<file path="src/rtl/counter_pkg.sv">
// Shared definitions for the mode counter: sequence-select encodings.
package counter_pkg;

  typedef enum logic [1:0] {
    MODE_ODD  = 2'b00,
    MODE_EVEN = 2'b01,
    MODE_ALL  = 2'b10,
    MODE_HOLD = 2'b11
  } mode_e;

endpackage

</file>
<file path="src/rtl/step_calc.sv">
// Combinational next-value and boundary detection for the mode counter.
module step_calc
  import counter_pkg::*;
#(
  parameter int unsigned WIDTH = 8
) (
  input  logic [WIDTH-1:0] cur,
  input  mode_e            mode,
  input  logic             dir,
  input  logic             sat,
  output logic [WIDTH-1:0] next_out,
  output logic             at_bound
);

  logic [WIDTH-1:0] lo;
  logic [WIDTH-1:0] hi;
  logic [WIDTH-1:0] stp;
  logic             aligned;
  logic             on_edge;

  always_comb begin
    lo      = '0;
    hi      = '1;
    stp     = WIDTH'(1);
    aligned = 1'b1;
    unique case (mode)
      MODE_ODD: begin
        lo      = WIDTH'(1);
        stp     = WIDTH'(2);
        aligned = cur[0];
      end
      MODE_EVEN: begin
        hi      = {{(WIDTH-1){1'b1}}, 1'b0};
        stp     = WIDTH'(2);
        aligned = ~cur[0];
      end
      MODE_ALL:  ;
      MODE_HOLD: ;
    endcase
  end

  assign on_edge = dir ? (cur == hi) : (cur == lo);

  always_comb begin
    next_out = cur;
    at_bound = 1'b0;
    if (mode != MODE_HOLD) begin
      if (!aligned) begin
        // Parity mismatch: this cycle only moves onto the mode's lattice.
        next_out = dir ? cur + WIDTH'(1) : cur - WIDTH'(1);
      end else if (on_edge) begin
        at_bound = 1'b1;
        next_out = sat ? cur : (dir ? lo : hi);
      end else begin
        next_out = dir ? cur + stp : cur - stp;
      end
    end
  end

endmodule

</file>
<file path="src/rtl/mode_counter.sv">
// Odd/even/all up-down counter with wrap or saturate policy and terminal-count pulse.
module mode_counter
  import counter_pkg::*;
#(
  parameter int unsigned WIDTH = 8
) (
  input  logic             clk,
  input  logic             rst,
  input  logic             en,
  input  logic [1:0]       mode,
  input  logic             dir,
  input  logic             sat,
  input  logic             load,
  input  logic [WIDTH-1:0] load_val,
  output logic [WIDTH-1:0] out,
  output logic             tc
);

  logic [WIDTH-1:0] next_out;
  logic             at_bound;

  step_calc #(
    .WIDTH(WIDTH)
  ) u_step_calc (
    .cur      (out),
    .mode     (mode_e'(mode)),
    .dir      (dir),
    .sat      (sat),
    .next_out (next_out),
    .at_bound (at_bound)
  );

  always_ff @(posedge clk or negedge rst) begin
    if (!rst) begin
      out <= '0;
      tc  <= 1'b0;
    end else if (load) begin
      out <= load_val;
      tc  <= 1'b0;
    end else if (en) begin
      out <= next_out;
      tc  <= at_bound;
    end else begin
      tc  <= 1'b0;
    end
  end

endmodule

</file>
<file path="config.mk">
export PLATFORM = sky130hd
export DESIGN_NAME = mode_counter
export DESIGN_NICKNAME = d
export VERILOG_FILES = /design/src/rtl/counter_pkg.sv /design/src/rtl/step_calc.sv /design/src/rtl/mode_counter.sv
export SDC_FILE = /design/constraint.sdc
export NUM_CORES = 1
export LEC_CHECK = 0
export CORE_MARGIN = 2
export CORE_UTILIZATION = 52
export CTS_BUF_LIST = sky130_fd_sc_hd__clkbuf_2
export CTS_CLUSTER_SIZE = 10
export DETAILED_ROUTE_END_ITERATION = 10
export PLACE_DENSITY = 0.88
export SLEW_MARGIN = 30
export SYNTH_ARGS = -nofsm -noshare
export SYNTH_HDL_FRONTEND = slang
export SYNTH_SLANG_ARGS = --single-unit
</file>
<file path="constraint.sdc">
create_clock -name clk -period 3.3 [get_ports clk]
set_clock_uncertainty 0.05 [all_clocks]
set_input_delay 0.66 -clock clk [delete_from_list [all_inputs] [get_ports clk]]
set_output_delay 0.66 -clock clk [all_outputs]
set_load 0.05 [all_outputs]
</file>
==> impl_metrics.csv, run 1 <==
group,metric,value,unit
layout,stdcell_count,202,
layout,fillers,148,
route,num_vias,1270,
synth,yosysSeqAreaShare,0.204,
timing,fin_crit_sh,0.945,
critical_path,regToRegSetupSlack,0.74,ns
clock_network,cts_buffers,3,
synth,synth_cell_type_count,47,
timing,rsz0062_at_grt,"false",
timing,relSlewSlack,0.656,
place,gp_congestion,0.955,
pwr,p_per_area,426,nW/um^2
route,firstDrtPassIters,4,
route,drt_wl_total,3.43,mm
global_routing,grt_max_degree,14,
synth,yosys_warnings,0,
synth,synth_edf_count,0,
route,drc,0,
global_routing,grtUsageTotal,0.309,
route,dr.first_iter.drc_count,43,
floorplan,core_area,1980,sq um
route,wl_per_cell,17.0,microns
floorplan,ios,25,
synth,synthTopCellsByArea,"dfrtp_1 (20%), ha_1 (9.1%), o21ai_0 (5.9%)",
synth,ys_ff_latch,9,
synth,async_reset_ff_frac,1.00,
clock_network,h-tree-depth,1,
synth,synth.avg_cell_area,8.29,sq um
critical_path,r2r_cells,7,
clock_network,clk_latency,0.28,ns
global_routing,grt_overflow,0,
global_routing,grt_pass1_vias,1285,
critical_path,path_max_fanout,6,
critical_path,critPathCaptureType,"register",
global_routing,antenna_found_initial,0,
critical_path,cp-start-kind,"input pin",
clock_network,cts_root_buf,"clkbuf_2",
synth,yosysTopAreaCell,"dfrtp_1",
clock_network,post-cts-setup-buffers,0,
floorplan,initial_core_util,0.556,
critical_path,reg2reg_from,"out[0]",
layout,antenna_cells,0,
timing,post-route-min-period,3.12,ns
floorplan,die_area,2500,sq um
timing,final-hold-violation-count,0,
route,drt.antenna.violating_nets,0,
clock_network,clock_sinks,9,
critical_path,regToRegEndpoint,"out[7]",
worst_hold_path,whs_path_depth,1,
worst_hold_path,hold_class,"reg -> reg",
flow_run,drv_cap,0,
place,dp_cells,198,
synth,syn_area,1100,sq um
timing,setup_viol_count_final,0,
pwr,leakagePower,0.672,nW
timing,slew_viol_final,0,
synth,syn_inst,133,
floorplan,dieHeight,50.0,microns
place,io_buffers,24,
worst_hold_path,hold_end,"out[4]",
critical_path,worstSetupPathType,"in -> reg",
timing,worst_pin_slew,0.514,ns
pwr,vdd_ir_drop_max,0.000296,V
clock_network,cts_tree,"done",
worst_hold_path,hold_start,"out[4]",
timing,fin_setup_tns,0,ns
route,viasPerCell,6.29,
global_routing,grt_pass1_wl,5.87,mm
layout,fin_util,0.763,
layout,finalNetCount,202,
layout,areaGrowthSynthToFinish,37.2,%
layout,drive_above_1_share,0.223,
clock_network,ctsLongestPathBuffers,2,
run_status,status,"finished clean",
synth,synth_ff_type,"dfrtp_1",
timing,clock.fmax,0.321,GHz
place,hpwl,2.75,mm
critical_path,cp.required,3.43,ns
synth,yosysTopAreaCellShare,0.204,
critical_path,cp.arrival,3.25,ns
floorplan,rows,16,
synth,syn_nets,159,
clock_network,cts.clk_slew.worst_paths,0.12,ns
floorplan,die_x,50.0,microns
## routing by layer
metal | up-vias | share of wire | track usage
met5 | - | 0 | 0
met1 | 604 | 0.41 | 0.375
met3 | 14 | 0.051 | 0.0606
met2 | 62 | 0.50 | 0.511
li1 | 590 | - | -
met4 | 0 | 0.038 | 0.157
## final cells by class
| type | instances | area [sq um] | area share |
|---|---|---|---|
| flip-flops and latches | 9 | 225 | 0.149 |
| multi-input cells | 109 | 802 | 0.530 |
| inverters | 7 | 26.3 | 0.0174 |
| clock inverters | 1 | 5.00 | 0.00331 |
| clock buffers | 3 | 15.0 | 0.00993 |
| well taps | 27 | 33.8 | 0.0223 |
| repair buffers | 46 | 405 | 0.268 |
## timing repair
action,CTS,global route
gates resized for setup,0,1
endpoints found under the setup margin,0,1
hold buffers,0,0
## synth_stat cells (all sizes together) (2+ instances only)
cell	count
or2	4
clkbuf	3
a21oi	11
a31oi	4
o21ai	13
fa	2
dfrtp	9
a211oi	4
nand2	11
buf	5
o221ai	2
mux2	2
ha	8
inv	7
o31ai	2
nand2b	2
or3	4
mux2i	3
a221o	4
xor2	2
nor2	7
and2	2
a21o	6
## sequential cells by signal (all words and copies together) (netlist names)
name	count
out	8
tc	1
## worst max-delay path, cell delays in order
cell and delay (ns):
clkdlybuf4s50_1 0.49, inv_1 0.13, buf_4 0.17, ha_1 0.32, nand2_1 0.06, or3_1 0.43, a21o_4 0.24, and3_1 0.16
o32a_1 0.35, o221a_1 0.24
## power by group
group	switching (mW)	internal (mW)
clock network	0.0489	0.0274
registers	0.0247	0.126
logic	0.227	0.190
total	0.300	0.344
## through the flow
step / area (sq um) / power [mW] / hold slack (ns) / worst slack, ns
2_1_floorplan: 1100 / 0.417 / 0.314 / 0.390
3_3_place_gp: 1490 / 0.546 / 0.491 / -0.0393
3_5_place_dp: 1490 / 0.560 / 0.487 / -0.0753
4_1_cts: 1510 / 0.639 / 0.516 / 0.210
5_1_grt: 1510 / 0.691 / 0.528 / 0.0715
6_report: 1510 / 0.644 / 0.513 / 0.182
## cells in the final DEF, fill, tap and decap left out, drive strengths merged, types with 3 or more instances in the layout
cell type / instances
mux2i: 3
a211oi: 4
a21o: 6
or3: 4
a221o: 4
nand2: 11
inv: 7
or2: 4
o21ai: 13
clkbuf: 3
nor2: 7
a21oi: 11
clkdlybuf4s50: 24
ha: 8
buf: 22
a31oi: 4
dfrtp: 9
## cells by family after synthesis
family / Yosys count / synth area share
compound gates: 58 / 0.375
simple gates: 33 / 0.153
buf+inv: 15 / 0.0692
fa+ha+maj: 10 / 0.127
flops: 9 / 0.204
mux: 5 / 0.0477
xor+xnor: 3 / 0.0238
## worst max-delay path by stage
stage,slack [ns],cells after the start,from,endpoint
2_1_floorplan,0.39,9,dir,out[7]
3_3_place_gp,-0.04,10,dir,out[2]
3_5_place_dp,-0.08,9,dir,out[7]
4_1_cts,0.21,9,dir,out[7]
5_1_grt,0.07,11,dir,out[7]
6_report,0.18,10,dir,out[2]
(Power assumes the default switching activity.)
==> run 2: changes to the inputs <==
CTS_CLUSTER_SIZE = not set   (was 10)
==> results of run 2 <==
The final DEF is identical to that of run 1; final timing and power are the same.
